<file path="src/rtl/counter_seq_ctrl.sv">
// counter_seq_ctrl
// Command sequencer and two-port round-robin arbiter in front of a 4-bit
// mod-12 up/down counter. The counter counts every cycle unless loaded. This
// block keeps the counter still between commands by reloading its own value.
// It runs one LOAD, STEP or SEEK command at a time.
//
// Ports
//   clk, resetn      clock; synchronous active-low reset shared with the counter
//   req_valid[1:0]   command valid per requester (bit 0 = A, bit 1 = B)
//   req_ready[1:0]   accept, combinational, only in IDLE and only for the winner
//   req_op[3:0]      {B,A} opcode: 00 LOAD, 01 STEP, 10 SEEK, 11 reserved
//   req_arg[7:0]     {B,A} load value / step count / seek target
//   req_dir[1:0]     {B,A} STEP direction, 0 up, 1 down
//   count[3:0]       counter output
//   ctr_load, ctr_din, ctr_up_down   counter controls
//   busy             high whenever the FSM is not in IDLE
//   done, done_id    one-cycle completion pulse and the requester it belongs to
//   err              with done: reserved opcode, or the argument was clamped
//
// Handshake: a requester holds req_valid (with op/arg/dir stable) until it sees
// req_ready. The command transfers on the rising edge where both are high.
// While busy, req_ready stays low, so requests are never accepted back-to-back.
module counter_seq_ctrl (
  input  logic       clk,
  input  logic       resetn,
  input  logic [1:0] req_valid,
  output logic [1:0] req_ready,
  input  logic [3:0] req_op,
  input  logic [7:0] req_arg,
  input  logic [1:0] req_dir,
  input  logic [3:0] count,
  output logic       ctr_load,
  output logic [3:0] ctr_din,
  output logic       ctr_up_down,
  output logic       busy,
  output logic       done,
  output logic       done_id,
  output logic       err
);

  typedef enum logic [1:0] {
    S_IDLE = 2'd0,
    S_LOAD = 2'd1,
    S_RUN  = 2'd2,
    S_DONE = 2'd3
  } state_t;

  localparam logic [3:0] MAX_CNT = 4'd11;

  state_t     state_q, state_d;
  logic [3:0] arg_q, arg_d;
  logic [3:0] rem_q, rem_d;
  logic       dir_q, dir_d;
  logic       id_q, id_d;
  logic       err_q, err_d;
  logic       last_q, last_d;   // requester granted last time (0 = A, 1 = B)

  // Arbitration and selection of the winning command.
  logic       any_valid;
  logic       win;
  logic [1:0] sel_op;
  logic [3:0] sel_arg;
  logic       sel_dir;
  logic [3:0] tgt;
  logic       clamped;
  logic [4:0] up_dist, dn_dist;
  logic [3:0] seek_rem;
  logic       seek_dir;

  always_comb begin
    any_valid = |req_valid;
    case (req_valid)
      2'b01:   win = 1'b0;
      2'b10:   win = 1'b1;
      2'b11:   win = ~last_q;     // on a tie, the one not served last time
      default: win = 1'b0;
    endcase
    sel_op  = win ? req_op[3:2]  : req_op[1:0];
    sel_arg = win ? req_arg[7:4] : req_arg[3:0];
    sel_dir = win ? req_dir[1]   : req_dir[0];
    clamped = (sel_arg > MAX_CNT);
    tgt     = clamped ? MAX_CNT : sel_arg;
  end

  // SEEK distance both ways round the 12-value ring. Ties go up.
  // An out-of-range count wraps to 0 on the next up step, so in that case
  // the path is always up with target+1 steps.
  always_comb begin
    if (tgt >= count) up_dist = {1'b0, tgt} - {1'b0, count};
    else              up_dist = {1'b0, tgt} + 5'd12 - {1'b0, count};
    if (count >= tgt) dn_dist = {1'b0, count} - {1'b0, tgt};
    else              dn_dist = {1'b0, count} + 5'd12 - {1'b0, tgt};

    if (count > MAX_CNT) begin
      seek_dir = 1'b0;
      seek_rem = tgt + 4'd1;
    end else if (up_dist <= dn_dist) begin
      seek_dir = 1'b0;
      seek_rem = up_dist[3:0];
    end else begin
      seek_dir = 1'b1;
      seek_rem = dn_dist[3:0];
    end
  end

  // Next-state logic.
  always_comb begin
    state_d = state_q;
    arg_d   = arg_q;
    rem_d   = rem_q;
    dir_d   = dir_q;
    id_d    = id_q;
    err_d   = err_q;
    last_d  = last_q;

    case (state_q)
      S_IDLE: begin
        if (any_valid) begin
          id_d   = win;
          last_d = win;
          case (sel_op)
            2'b00: begin
              arg_d   = tgt;
              err_d   = clamped;
              state_d = S_LOAD;
            end
            2'b01: begin
              rem_d   = sel_arg;   // up to 15 steps; wrap is the counter's job
              dir_d   = sel_dir;
              err_d   = 1'b0;
              state_d = (sel_arg == 4'd0) ? S_DONE : S_RUN;
            end
            2'b10: begin
              rem_d   = seek_rem;
              dir_d   = seek_dir;
              err_d   = clamped;
              state_d = (seek_rem == 4'd0) ? S_DONE : S_RUN;
            end
            default: begin
              err_d   = 1'b1;
              state_d = S_DONE;
            end
          endcase
        end
      end
      S_LOAD: state_d = S_DONE;
      S_RUN: begin
        rem_d = rem_q - 4'd1;
        if (rem_q == 4'd1) state_d = S_DONE;
      end
      S_DONE: state_d = S_IDLE;
      default: state_d = S_IDLE;
    endcase
  end

  always_ff @(posedge clk) begin
    if (!resetn) begin
      state_q <= S_IDLE;
      arg_q   <= 4'd0;
      rem_q   <= 4'd0;
      dir_q   <= 1'b0;
      id_q    <= 1'b0;
      err_q   <= 1'b0;
      last_q  <= 1'b1;
    end else begin
      state_q <= state_d;
      arg_q   <= arg_d;
      rem_q   <= rem_d;
      dir_q   <= dir_d;
      id_q    <= id_d;
      err_q   <= err_d;
      last_q  <= last_d;
    end
  end

  // Outputs. While resetn is low, everything is forced to the idle/hold
  // values even if the registered state has not yet returned to IDLE.
  always_comb begin
    req_ready   = 2'b00;
    ctr_load    = 1'b1;
    ctr_din     = count;
    ctr_up_down = 1'b0;
    busy        = 1'b0;
    done        = 1'b0;
    done_id     = id_q;
    err         = 1'b0;
    if (resetn) begin
      busy = (state_q != S_IDLE);
      case (state_q)
        S_IDLE: if (any_valid) req_ready = win ? 2'b10 : 2'b01;
        S_LOAD: ctr_din = arg_q;
        S_RUN: begin
          ctr_load    = 1'b0;
          ctr_up_down = dir_q;
        end
        S_DONE: begin
          done = 1'b1;
          err  = err_q;
        end
        default: ;
      endcase
    end
  end

endmodule

</file>
<file path="config.mk">
export PLATFORM = sky130hd
export DESIGN_NAME = counter_seq_ctrl
export DESIGN_NICKNAME = d
export VERILOG_FILES = /design/src/rtl/counter_seq_ctrl.sv
export SDC_FILE = /design/constraint.sdc
export NUM_CORES = 1
export LEC_CHECK = 0
export BUFFER_PORTS_ARGS = -buffer_cell sky130_fd_sc_hd__buf_2
export CAP_MARGIN = 20
export CORE_MARGIN = 4
export CORE_UTILIZATION = 58
export DETAILED_ROUTE_END_ITERATION = 8
export PLACE_DENSITY = 0.81
export SLEW_MARGIN = 20
export SYNTH_ARGS = -nofsm -noshare
export SYNTH_HDL_FRONTEND = slang
export SYNTH_SLANG_ARGS = --single-unit
</file>
<file path="constraint.sdc">
create_clock -name clk -period 5.9 [get_ports clk]
set_input_delay 0.295 -clock clk [delete_from_list [all_inputs] [get_ports clk]]
set_output_delay 0.295 -clock clk [all_outputs]
set_load 0.02 [all_outputs]
</file>
==> run_results.csv <==
group,metric,value,unit
status,status,"complete, no violations",
synth,yosysWarnings,0,
cells_and_area,multi_input_area,1770,sq um
worst_setup_path,critPathTopFamily,"compound AO/OA/AOI/OAI gates",
synth,synthCells,279,
global_routing,grt_pass1_vias,1993,
global_routing,grt_max_degree,24,
cts,root_buffer,"clkbuf_8",
worst_hold_path,min_path_type,"input port to register",
floorplan,die-height,69.5,microns
timing,min_period,4.81,ns
placement,dpl_cell_area,2390,sq um
timing,whs,0.386,ns
timing,tightest_slew,0.686,ns
cells_and_area,stdcell_area,2440,sq um
synth,async_flop_share,0,%
pwr,total_power,799,uW
placement,dp_hpwl,4.60,mm
worst_setup_path,cp.required,6.04,ns
cts,cts_sinks,14,
cells_and_area,drive_above_1_share,16.9,%
cts,hold_buffers,0,
pwr,cellLeakagePower,1.17,nW
floorplan,die-area,4830,sq um
cells_and_area,num-nets-final,365,
cells_and_area,stdcell_count,356,
worst_setup_path,cp_num_buf_inv,3,
floorplan,initial_utilization,59.9,%
cells_and_area,fillCellCount,313,
global_routing,grt_usage,24.2,%
worst_setup_path,path_cells,"a21boi_2 -> buf_4 -> a31oi_1 -> inv_1 -> ha_1 -> inv_1 -> fa_1 -> xnor2_1 -> o21ai_0 -> and2_1 -> ha_1 -> a211o_1 -> o211a_1 -> o2111ai_1 -> o31ai_1 -> a211o_1 -> a32o_1",
cells_and_area,register_area,280,sq um
cells_and_area,area_growth,11.4,%
timing,fin_crit_sh,81.6,%
cts,cts_tree,"built",
timing,tns,0,ns
detailed_routing,dr.pass1.iters,5,
timing,hold_viol,0,
global_routing,antenna_found_initial,0,
detailed_routing,wire_per_inst,16.1,microns
cts,cts_made_buffers,3,
worst_setup_path,arrival,4.96,ns
detailed_routing,via_count,2190,
cts,cts.htree.levels,1,
synth,synth_top_cell_by_area,"ha_1",
flow_run,cap_violations,0,
worst_setup_path,start_kind,"register",
placement,dp_cells,352,
placement,portBuffers,33,
pwr,ir_drop,0.000179,V
timing,rsz0062_at_grt,"false",
placement,gp_congestion,0.910,
synth,synthesis.nets,335,
timing,clock_skew,0.000894,ns
global_routing,overflow,0,
timing,slew_violations,0,
cts,clockBufferDepth,2,
detailed_routing,routed_wl,5.75,mm
worst_setup_path,worst-path-max-fanout,13,
synth,syn_area_per_cell,7.86,sq um
pwr,power_density,327,nW/um^2
detailed_routing,drc,0,
cts,clk_latency,0.25,ns
floorplan,core_area,3660,sq um
timing,worst_slack,1.09,ns
placement,pre_cts_ws,1.02,ns
synth,seq_area_frac_synth,12.8,%
floorplan,dieWidth,69.5,microns
synth,syn_area,2190,sq um
cells_and_area,diodes,0,
floorplan,ios,34,
floorplan,num_rows,22,
worst_setup_path,critPathKind,"register to register",
detailed_routing,drt_iter0_drc,299,
timing,fmax,208,MHz
timing,report.final.setup_viol,0,
global_routing,grt_pass1_wl,9.74,mm
cells_and_area,final_util,66.7,%
synth,ys.flop_type,"dfxtp_1",
worst_setup_path,cpPeakStageDelay,0.48,ns
detailed_routing,vias_per_cell,6.15,
cts,cts_setup_buffers,0,
synth,synth_top_area_share,16.5,%
synth,synthDistinctLibCells,57,
timing,relSlewSlack,53.0,%
cts,cts_resized,0,
worst_setup_path,end_kind,"register",
worst_setup_path,crit_slowest_cell,"ha_1",
synth,ys_ff_latch,14,
synth,synth_area_leaders,"ha_1 (17%), dfxtp_1 (13%), mux2i_1 (5.0%)",
cts,clkTransAtPathRegs,0.06,ns
synth,synth_edf_count,0,
detailed_routing,ant_nets,0,
## area by class of cell
type                       count  share of cell area, %
multi-input combinational    230                   72.6
sequential                    14                   11.5
timing repair buffer          35                   7.37
inverter                      25                   3.84
tap                           48                   2.46
clock buffer                   4                   2.25
## worst register-to-register path, delay by kind of cell, from the launching register on
kind,cells,cell delay [ns]
adders and majority gates,3,1.27
DFF,1,0.39
xor gates and xnor gates,1,0.18
and+or+nand+nor,1,0.19
buffers and inverters,3,0.59
AOI/OAI and AO/OA,9,2.09
## cells in the mapped netlist (2+ instances only)
cell type	number
or2_2	2
nor4_1	2
o21ai_0	8
xnor2_1	3
nor2b_1	14
o2111ai_1	2
ha_1	29
a21oi_1	20
o21a_1	3
a21boi_0	2
a21o_1	3
nor3b_1	3
nor2_1	18
and3_1	5
a31oi_1	8
mux2_2	5
nand2_1	18
fa_1	5
o31ai_1	2
mux2i_1	11
nor3_1	5
a32o_1	2
nand4_1	3
nand3b_1	2
inv_1	24
and2_1	6
dfxtp_1	14
xor2_1	3
nand3_1	5
o211ai_1	3
a211oi_1	3
a211o_1	4
o211a_1	4
nand4b_1	2
nand2b_1	6
clkbuf_1	9
## placed cells by master (no fill, tap or decap), drive strengths merged, types with 6 or more instances in the layout
| master | netlist | final |
|---|---|---|
| a21oi | 20 | 20 |
| a31oi | 8 | 8 |
| and2 | 7 | 7 |
| buf | 1 | 35 |
| dfxtp | 14 | 14 |
| ha | 29 | 29 |
| inv | 25 | 25 |
| mux2i | 12 | 12 |
| nand2 | 18 | 18 |
| nand2b | 6 | 6 |
| nor2 | 18 | 18 |
| nor2b | 14 | 14 |
| o21ai | 8 | 8 |
## final timing paths
check / slack, ns / to / depth (start not counted) / startpoint
max: 1.09 / rem_q[2]$_SDFFE_PN0P_ / 17 / last_q$_SDFFE_PN1P_
min: 0.39 / last_q$_SDFFE_PN1P_ / 3 / req_valid[1]
max reg2reg: 1.09 / rem_q[2]$_SDFFE_PN0P_ / 17 / last_q$_SDFFE_PN1P_
min reg2reg: 0.46 / dir_q$_SDFFE_PN0P_ / 2 / dir_q$_SDFFE_PN0P_
## where the power goes
group	total [mW]	leakage (nW)	switching [mW]	internal, mW
clock	0.0961	0.0288	0.0370	0.0592
combinational	0.558	1.03	0.320	0.238
sequential	0.145	0.115	0.0219	0.123
## sequential cells by signal (all words and copies together), names as in the netlist
name,flops
err_q,1
rem_q,4
arg_q,4
state_q,2
last_q,1
done_id,1
dir_q,1
## per-layer routing
layer  GRT usage [%]  part of all wire, %  wire length [microns]  vias to the layer above
met3            5.22                  8.4                    480                       14
met1            36.4                   48                   2750                     1009
met4            6.07                  2.0                    116                        0
li1                -                    -                      -                     1062
met2            34.6                   42                   2400                      105
met5               0                    0                      0                        -
## logic make-up (layout without fill, tap and decap cells)
family	count (synthesis)	in the layout	share of synthesized area (%)
compound gates	79	79	26.0
xor+xnor	6	6	2.40
fa+ha+maj	34	34	21.1
buf+inv	35	64	6.33
flops	14	14	12.8
mux	17	17	8.61
simple gates	94	94	22.8
Note: power is estimated with default switching activity, not from simulation.
